**config.mk**
```make
export PLATFORM = sky130hd
export DESIGN_NAME = umi_req_encode
export DESIGN_NICKNAME = d
export VERILOG_FILES = /design/src/rtl/umi_req_encode.sv
export SDC_FILE = /design/constraint.sdc
export NUM_CORES = 1
export LEC_CHECK = 0
export BUFFER_PORTS_ARGS = -buffer_cell sky130_fd_sc_hd__buf_2
export CELL_PAD_IN_SITES_DETAIL_PLACEMENT = 0
export CELL_PAD_IN_SITES_GLOBAL_PLACEMENT = 1
export CORE_AREA = 5 5 336 338
export DETAILED_ROUTE_END_ITERATION = 16
export DIE_AREA = 0 0 341 343
export PLACE_DENSITY_LB_ADDON = 0.2
export SYNTH_ARGS = -nofsm -noshare
export SYNTH_HDL_FRONTEND = slang
export SYNTH_SLANG_ARGS = --single-unit
```
**constraint.sdc**
```tcl
create_clock -name clk -period 24 [get_ports clk]
set_clock_uncertainty 0.2 [all_clocks]
set_input_delay 1.2 -clock clk [delete_from_list [all_inputs] [get_ports clk]]
set_output_delay 1.2 -clock clk [all_outputs]
set_load 0.02 [all_outputs]
```
**src/rtl/umi_req_encode.sv**
```systemverilog
// ---------------------------------------------------------------------------
// umi_req_encode
//
// Host-side UMI request transmitter. Takes one transaction per valid/ready
// handshake on the req_* side, builds the UMI command word for it and emits
// it as a registered packet on the umi_out_* side. Non-posted requests
// (read, write, atomic, rdma) consume a credit. Read/write responses on the
// return path give the credit back. Once MAXOUT credits are in use, further
// non-posted requests are held off.
//
// Ports:
//   clk, reset        clock, synchronous active-high reset
//   req_valid/ready   host request handshake
//   req_type          0=read 1=write 2=posted 3=atomic 4=rdma 5=link 6,7=illegal
//   req_atype         atomic sub-op, placed in cmd[15:8] for atomics
//   req_len           burst length, placed in cmd[15:8] for non-atomics
//   req_size          log2 transfer size, placed in cmd[19:16]
//   req_dstaddr       destination address
//   req_srcaddr       source / return address
//   req_data          write data
//   umi_out_*         registered outgoing packet with valid/ready
//   resp_valid/cmd    response seen on the return path (single-cycle)
//   outstanding       number of non-posted requests awaiting a response
//   idle              no packet pending and nothing outstanding
//   err_type          sticky: an illegal req_type was accepted
//   err_resp          sticky: a credit-releasing response arrived at zero
// ---------------------------------------------------------------------------
module umi_req_encode #(
  parameter int CW     = 32,
  parameter int AW     = 64,
  parameter int DW     = 256,
  parameter int MAXOUT = 8,
  localparam int OW    = $clog2(MAXOUT + 1)
) (
  input  logic          clk,
  input  logic          reset,
  // host request side
  input  logic          req_valid,
  output logic          req_ready,
  input  logic [2:0]    req_type,
  input  logic [7:0]    req_atype,
  input  logic [7:0]    req_len,
  input  logic [3:0]    req_size,
  input  logic [AW-1:0] req_dstaddr,
  input  logic [AW-1:0] req_srcaddr,
  input  logic [DW-1:0] req_data,
  // outgoing packet
  output logic          umi_out_valid,
  input  logic          umi_out_ready,
  output logic [CW-1:0] umi_out_cmd,
  output logic [AW-1:0] umi_out_dstaddr,
  output logic [AW-1:0] umi_out_srcaddr,
  output logic [DW-1:0] umi_out_data,
  // return path
  input  logic          resp_valid,
  input  logic [CW-1:0] resp_cmd,
  // status
  output logic [OW-1:0] outstanding,
  output logic          idle,
  output logic          err_type,
  output logic          err_resp
);

  // UMI opcode values shared with the device-side command decoder.
  localparam logic [7:0] UMI_REQ_POSTED = 8'h01;
  localparam logic [7:0] UMI_REQ_READ   = 8'h02;
  localparam logic [7:0] UMI_REQ_WRITE  = 8'h03;
  localparam logic [7:0] UMI_REQ_ATOMIC = 8'h04;
  localparam logic [7:0] UMI_REQ_RDMA   = 8'h06;
  localparam logic [7:0] UMI_REQ_LINK   = 8'h0E;
  localparam logic [7:0] UMI_RESP_READ  = 8'h08;
  localparam logic [7:0] UMI_RESP_WRITE = 8'h09;
  localparam logic [7:0] UMI_RESP_LINK  = 8'h19;

  localparam logic [OW-1:0] MAXOUT_W = OW'(MAXOUT);

  // request type encoding
  typedef enum logic [2:0] {
    TYPE_READ   = 3'd0,
    TYPE_WRITE  = 3'd1,
    TYPE_POSTED = 3'd2,
    TYPE_ATOMIC = 3'd3,
    TYPE_RDMA   = 3'd4,
    TYPE_LINK   = 3'd5
  } req_type_e;

  logic          w_np;
  logic          w_legal;
  logic          w_isAtomic;
  logic          w_isLink;
  logic [7:0]    w_opcode;
  logic [CW-1:0] w_cmd;
  logic          w_outFree;
  logic          w_creditOk;
  logic          w_accept;
  logic          w_acceptLegal;
  logic          w_acceptIllegal;
  logic          w_incr;
  logic          w_release;
  logic          w_atZero;

  logic          r_valid;
  logic [CW-1:0] r_cmd;
  logic [AW-1:0] r_dstaddr;
  logic [AW-1:0] r_srcaddr;
  logic [DW-1:0] r_data;
  logic [OW-1:0] r_outstanding;
  logic          r_errType;
  logic          r_errResp;

  // Classify the incoming request type: opcode, whether it needs a credit,
  // and whether it produces a packet at all.
  always_comb begin
    w_opcode   = 8'h00;
    w_np       = 1'b0;
    w_legal    = 1'b1;
    w_isAtomic = 1'b0;
    w_isLink   = 1'b0;
    case (req_type)
      TYPE_READ: begin
        w_opcode = UMI_REQ_READ;
        w_np     = 1'b1;
      end
      TYPE_WRITE: begin
        w_opcode = UMI_REQ_WRITE;
        w_np     = 1'b1;
      end
      TYPE_POSTED: begin
        w_opcode = UMI_REQ_POSTED;
      end
      TYPE_ATOMIC: begin
        w_opcode   = UMI_REQ_ATOMIC;
        w_np       = 1'b1;
        w_isAtomic = 1'b1;
      end
      TYPE_RDMA: begin
        w_opcode = UMI_REQ_RDMA;
        w_np     = 1'b1;
      end
      TYPE_LINK: begin
        w_opcode = UMI_REQ_LINK;
        w_isLink = 1'b1;
      end
      default: begin
        // Illegal types are accepted like posted requests and then dropped.
        w_legal = 1'b0;
      end
    endcase
  end

  // Build the command word. For atomics the sub-op replaces the length
  // field. Link packets carry no length.
  always_comb begin
    w_cmd        = '0;
    w_cmd[7:0]   = w_opcode;
    w_cmd[19:16] = req_size;
    if (w_isAtomic) begin
      w_cmd[15:8] = req_atype;
    end else if (w_isLink) begin
      w_cmd[15:8] = 8'h00;
    end else begin
      w_cmd[15:8] = req_len;
    end
  end

  // The output slot is free when it is empty or is draining this cycle, which
  // allows one accept per cycle at full rate. The credit gate only applies to
  // non-posted requests. req_valid is deliberately not part of req_ready.
  assign w_outFree  = ~r_valid | umi_out_ready;
  assign w_creditOk = (r_outstanding < MAXOUT_W);
  assign req_ready  = w_outFree & (~w_np | w_creditOk);

  assign w_accept        = req_valid & req_ready;
  assign w_acceptLegal   = w_accept & w_legal;
  assign w_acceptIllegal = w_accept & ~w_legal;
  assign w_incr          = w_accept & w_np;

  // Read and write responses share their low nibble with other response
  // codes. The link response aliases one of them, so it is excluded by a
  // full byte compare.
  assign w_release = resp_valid
                   & ((resp_cmd[3:0] == UMI_RESP_READ[3:0]) |
                      (resp_cmd[3:0] == UMI_RESP_WRITE[3:0]))
                   & (resp_cmd[7:0] != UMI_RESP_LINK);

  assign w_atZero = (r_outstanding == '0);

  // Packet valid: a new legal accept always refills the slot. Otherwise the
  // slot empties when downstream takes it.
  always_ff @(posedge clk) begin
    if (reset) begin
      r_valid <= 1'b0;
    end else if (w_acceptLegal) begin
      r_valid <= 1'b1;
    end else if (umi_out_ready) begin
      r_valid <= 1'b0;
    end
  end

  // Payload registers have no reset. They are only meaningful while r_valid
  // is set, and they only load on an accept, so they hold steady under
  // backpressure.
  always_ff @(posedge clk) begin
    if (w_acceptLegal) begin
      r_cmd     <= w_cmd;
      r_dstaddr <= req_dstaddr;
      r_srcaddr <= req_srcaddr;
      r_data    <= req_data;
    end
  end

  // Credit counter. A release at zero is ignored, so the counter never
  // wraps, and it still counts a simultaneous accept. The ready gate keeps
  // the counter from going past MAXOUT.
  always_ff @(posedge clk) begin
    if (reset) begin
      r_outstanding <= '0;
    end else begin
      case ({w_incr, w_release & ~w_atZero})
        2'b10:   r_outstanding <= r_outstanding + OW'(1);
        2'b01:   r_outstanding <= r_outstanding - OW'(1);
        default: r_outstanding <= r_outstanding;
      endcase
    end
  end

  // Sticky error flags. Only reset clears them.
  always_ff @(posedge clk) begin
    if (reset) begin
      r_errType <= 1'b0;
      r_errResp <= 1'b0;
    end else begin
      if (w_acceptIllegal) begin
        r_errType <= 1'b1;
      end
      if (w_release && w_atZero) begin
        r_errResp <= 1'b1;
      end
    end
  end

  assign umi_out_valid   = r_valid;
  assign umi_out_cmd     = r_cmd;
  assign umi_out_dstaddr = r_dstaddr;
  assign umi_out_srcaddr = r_srcaddr;
  assign umi_out_data    = r_data;
  assign outstanding     = r_outstanding;
  assign idle            = ~r_valid & w_atZero;
  assign err_type        = r_errType;
  assign err_resp        = r_errResp;

endmodule

```
=== After elaboration in Yosys (flattened, before gate mapping) ===
Cells that the tools add are included.

* Bits in writable memories: 0
* Input bits: 444
* Register bits: 411
* Logic and storage cells: 54
* Bits in latches: 0
* Memory bits (read-only): 0
* Memories: 0

* Mux-type cells: 10
* Magnitude comparators: 1
* $add $sub $neg: 2
* Shift operators: 0
* Reduce and logical (&&, ||, !) cells: 7
* Bitwise operators: 16
* Div/mod/pow operators: 0
* Equal/unequal tests: 10
* Multiply operators: 0

{| class="wikitable"
|+ Operators with widths
! kind !! count
|-
| 4-bit one-hot mux with 6 select lines || 1
|-
| 8-bit 2-to-1 mux || 2
|-
| 1-bit AND || 9
|-
| 4-bit == test (second input constant) || 2
|-
| 8-bit by 5-bit != test with 1-bit output (second input constant) || 1
|-
| 4-bit one-hot mux with 2 select lines || 1
|-
| 3-bit by 2-bit == test with 1-bit output (second input constant) || 2
|-
| 3-bit == test (second input constant) || 2
|-
| 1-bit 2-to-1 mux || 6
|-
| 6-bit OR reduction || 1
|-
| 4-bit by 1-bit adder with 4-bit output (second input constant) || 1
|-
| 4-bit zero test || 1
|-
| 4-bit < comparator (second input constant) || 1
|-
| 1-bit NOT || 4
|-
| 2-bit nonzero test || 2
|-
| 4-bit OR reduction || 1
|-
| 4-bit by 1-bit subtractor with 4-bit output (second input constant) || 1
|-
| 3-bit by 1-bit == test with 1-bit output (second input constant) || 1
|-
| 3-bit zero test || 1
|-
| 1-bit bitwise OR || 3
|-
| 2-bit by 1-bit == test with 1-bit output (second input constant) || 1
|-
| 2-bit == test (second input constant) || 1
|-
| 1-bit logical AND || 1
|}

=== Logic depth before layout (Yosys ltp) ===
* Depth after elaboration: 10
* Gate-level depth with buffers: 11
* Mapped depth without buffers: 10

=== Worst setup path after synthesis ===
OpenSTA, ideal clock, no wires.

* Path kind: in2reg
* Start: input req_type[1]
* End: register r_cmd[0], in the netlist umi_out_cmd[0] (enable)
* Stages on the path: 4
* Arrival: 20.503 ns
* Required time: 22.525 ns
* Path slack: 2.022 ns
* Cells stage by stage: buf_2 > mux2i_1 > a211oi_2 > a21boi_1

* Word-level cells in the longest chain between the ends: 8
* Elaborated cells on any way between the ends: 15

{| class="wikitable"
|+ RTL lines
! item !! line !! source
|-
| from (decl) || 40 || <nowiki>input logic [2:0] req_type,</nowiki>
|-
| 3-bit == test (tied with other cells) || 119 || <nowiki>case (req_type)</nowiki>
|-
| 4-bit OR reduction (no source line) || - ||
|-
| 1-bit 2-to-1 mux || 119 ||
|-
| 1-bit NOT || 171 || <nowiki>assign req_ready = w_outFree & (~w_np | w_creditOk);</nowiki>
|-
| 1-bit bitwise OR || 171 ||
|-
| 1-bit AND || 171 ||
|-
| 1-bit AND || 173 || <nowiki>assign w_accept = req_valid & req_ready;</nowiki>
|-
| 1-bit AND (*) || 174 || <nowiki>assign w_acceptLegal = w_accept & w_legal;</nowiki>
|-
| via w_acceptLegal || 96 || <nowiki>logic w_acceptLegal;</nowiki>
|-
| to (signal assigned) || 205 || <nowiki>r_cmd <= w_cmd;</nowiki>
|-
| to (decl) || 103 || <nowiki>logic [CW-1:0] r_cmd;</nowiki>
|}

The timed path passes the listed nets; every way through them passes the cells marked *.
A chain may end at the register's enable or synchronous reset.

=== Final worst setup path ===
* Start: input req_type[2]
* End: register r_data[135], in the netlist umi_out_data[135] (enable)

* Word-level cells in the longest chain between the ends: 8
* Elaborated cells on any way between the ends: 15

{| class="wikitable"
|+ RTL lines
! item !! line !! source
|-
| 3-bit == test (tied with other cells) || 119 ||
|-
| 4-bit OR reduction (no source line) || - ||
|-
| 1-bit 2-to-1 mux || 119 ||
|-
| 1-bit NOT || 171 ||
|-
| 1-bit bitwise OR || 171 ||
|-
| 1-bit AND || 171 ||
|-
| 1-bit AND || 173 ||
|-
| 1-bit AND (*) || 174 ||
|-
| via w_acceptLegal || 96 ||
|-
| to (signal assigned) || 208 || <nowiki>r_data <= req_data;</nowiki>
|-
| to (decl) || 106 || <nowiki>logic [DW-1:0] r_data;</nowiki>
|}

Marked as above.

==> results.md <==
- # rows: 122
- Fin Hold WS: 0.285 ns
- TNS Setup: 0 ns
- Simple-gate share of the synthesized area: under 10%
- R2R Path Start: umi_out_valid$_SDFFE_PP0P_
- Netlist cell types: 30
- First-pass GRT wire length: approximately 71000 um
- Crit Path Class: in2reg
- IO Port Bufs: 828
- Clock latency on the worst-skew pair: 0.61 ns
- Buf+Inv Stages, Crit Path: 4
- Die area: around 0.12 mm2
- # hold bufs at CTS: 0
- Cts repair resizes: 0
- Total wire length: around 54000 um
- Die Ht: ~340 um
- Via count: 8451
- Placed cell area: ~0.019 mm2
- Reg2Reg Depth: 6
- Worst setup path startpoint: req_type[2]
- Top delay family on crit path: buffers and inverters
- Placed cells: roughly 2800
- Die Wd: between 300 and 400 um
- Slowest stage delay, CP: between 0.8 and 0.9 ns
- Final Max Tran Viols: 0
- Grt ovf: 0
- Clock Tree Root: clkbuf_16
- Status: completed
- Max clock buf depth: 3
- CP Cell Sequence: buf_2, mux2i_1, a211oi_2, a21boi_4, buf_4, buf_4, buf_4
- Drt initial violations: about 270
- Fmax: about 0.22 GHz
- Crit-path slowest cell: buf_4
- Core ar.: 0.110 mm2
- Commonest non-fill, non-tap cell in the layout: buf_2
- Largest net degree at the start of global routing: roughly 130
- WP data required: ~24 ns
- Cts bufs inserted: 53
- Synth Area in XOR/XNOR: less than 1%
- Hold WC Path Type: reg2reg
- Worst Path Arrival: between 4 and 5 ns
- Maxcap violations: 0
- Crit end category: flip-flop
- Top Ports: approximately 870
- Worst vdd ir: roughly 0.000057 V
- CP max FO: 74
- Largest family of logic cells by synthesized area: compound AO/OA/AOI/OAI gates
- Crit path launch type: input port
- Synth area leader: edfxtp_1
- Flops & latches, synth: about 410
- Layout net count: around 1800
- Synth Warn #: 0
- Routability cong.: around 0.80
- Pwr dens: approximately 87 mW/mm2
- Sequential element share of the synthesized area: a little over nine tenths
- Min cycle time layout: between 4 and 5 ns
- Total global-route track usage: around 8.5%
- Fin area: approximately 0.020 mm2
- Post-synthesis cell area: 0.0128 mm2
- Unrepaired setup endpoints after global routing: false
- Pleak: 8.22 nW
- Number of antenna violations at the first check in global routing: 29
- Adder-cell share of the synthesized area: 0.294%
- Via/cell ratio: 2.96
- WHS Path Cells: 2
- Share of Yosys cell area claimed by the top area cell type: a little over nine tenths
- CTS H-tree depth: 2
- DRC Markers: 0
- Antenna Nets Post-Route: 0
- Top post-synthesis cells by area: edfxtp_1, dfxtp_1, buf_4
- Rel. slew slack: between 20% and 30%
- Syn Inst Count: between 400 and 500
- Final hold vios: 0
- Wirelength per Cell: around 19 um
- Worst Hold End: err_resp$_SDFFE_PP0P_
- Commonest non-fill, non-tap cells in the layout: buf_2, edfxtp_1, clkbuf_16
- Mapped Avg Cell Area: ~26 um2
- Post CTS Setup Buffer Count: 0
- R2r setup slk: around 20 ns
- HP Start: err_resp$_SDFFE_PP0P_
- Hpwl dp: between 40000 and 50000 um
- CTS Sinks: between 400 and 500
- First-pass detailed-route iteration total: 4
- Initial Util: between 10% and 20%
- Worst-path clk slew: around 0.060 ns
- Non-Filler Instances: roughly 2900
- Vias in the first global route: 9110
- Post-synthesis mux area share: 0.334%
- Compound-cell area share of the yosys netlist: 1.50%
- Share of layout cells above drive strength 1: ~64%
- Final setup vio count: 0
- Slew @ Worst Pin: approximately 1.1 ns
- Fin crit share: around a fifth
- R2r endpoint: umi_out_data[135]$_DFFE_PP_
- Area growth, synth to finish: 59.4%
- TritonCTS clock tree: yes
- Worst path most repeated cell: buf_4
## final cells by class
| class | count | area (um2) |
|---|---|---|
| flip-flops and latches | 407 | 12200 |
| diodes | 10 | 25.0 |
| clock buffers | 60 | 1350 |
| multi-input cells | 86 | 529 |
| clock inverters | 34 | 279 |
| fillers | 12000 | 89400 |
| well taps | 1426 | 1780 |
| repair buffers | 833 | 4190 |
| inverters | 2 | 7.51 |
## state kept, by name (all words and copies together) (netlist names)
signal           flops
umi_out_dstaddr     64
outstanding          4
umi_out_valid        1
umi_out_data       256
err_type             1
err_resp             1
umi_out_srcaddr     64
umi_out_cmd         16
## where the power goes
part	total (mW)	internal (mW)	switching (mW)
clock network	0.757	0.436	0.321
logic	0.166	0.0534	0.112
registers	0.845	0.833	0.0118
total	1.77	1.32	0.445
## cell usage after synthesis
cell       number
o21ai_1         1
ha_1            3
a21boi_1        1
a21oi_1         6
nor4b_1         1
a31oi_1         2
conb_1          1
nand4bb_1       1
xor2_1          3
dfxtp_1         7
and3_1          1
nor2b_1         8
clkinv_1        1
xnor2_1         1
nand2_1         9
buf_4          16
clkbuf_1        2
o32ai_1         1
or3_1           2
a211oi_2        1
o21ai_0         9
o21ba_1         1
buf_2           1
mux2i_1         2
nor2_1          6
edfxtp_1      400
mux2_2          2
inv_1           1
nor4_1          1
a22oi_1         8
## worst register-to-register path, delay by kind of cell (launching register included)
kind,cells,cell delay (ns)
flip-flops,1,0.32
AND/OR/NAND/NOR,1,0.16
AO/OA/AOI/OAI,2,0.49
buffers and inverters,3,2.36
## kinds of logic (layout without fill, tap and decap cells)
logic type / count (synthesis) / in the layout
flops: 407 / 407
xor+xnor: 4 / 4
mux: 4 / 4
simple gates: 29 / 29
compound gates: 30 / 30
fa+ha+maj: 3 / 3
buf+inv: 21 / 929
other cells: 1 / 26
## metal layers
layer  global-route usage, %  part of all wire, %
met2                    15.2                   52
met1                    8.27                   33
met3                    4.81                   12
met5                       0                 0.29
met4                    2.89                  3.0
## through the flow
step / power (mW) / util, % / setup WS [ns]
4_1_cts: 1.82 / 18.5 / 19.37
3_3_place_gp: 1.03 / 17.0 / 18.64
5_1_grt: 1.85 / 18.5 / 19.15
3_5_place_dp: 1.03 / 17.0 / 18.66
6_report: 1.77 / 18.5 / 19.36
2_1_floorplan: 0.969 / - / 2.02
## worst max-delay path by stage
| stage | to | slack (ns) | depth (start not counted) |
|---|---|---|---|
| floorplan | umi_out_cmd[0]$_DFFE_PP_ | 2.02 | 4 |
| global placement | umi_out_data[162]$_DFFE_PP_ | 18.64 | 7 |
| detailed placement | umi_out_data[135]$_DFFE_PP_ | 18.66 | 7 |
| CTS | umi_out_data[214]$_DFFE_PP_ | 19.37 | 7 |
| global route | umi_out_cmd[19]$_DFFE_PP_ | 19.15 | 7 |
| finish | umi_out_data[135]$_DFFE_PP_ | 19.36 | 7 |
Note: power is estimated with default switching activity, not from simulation.
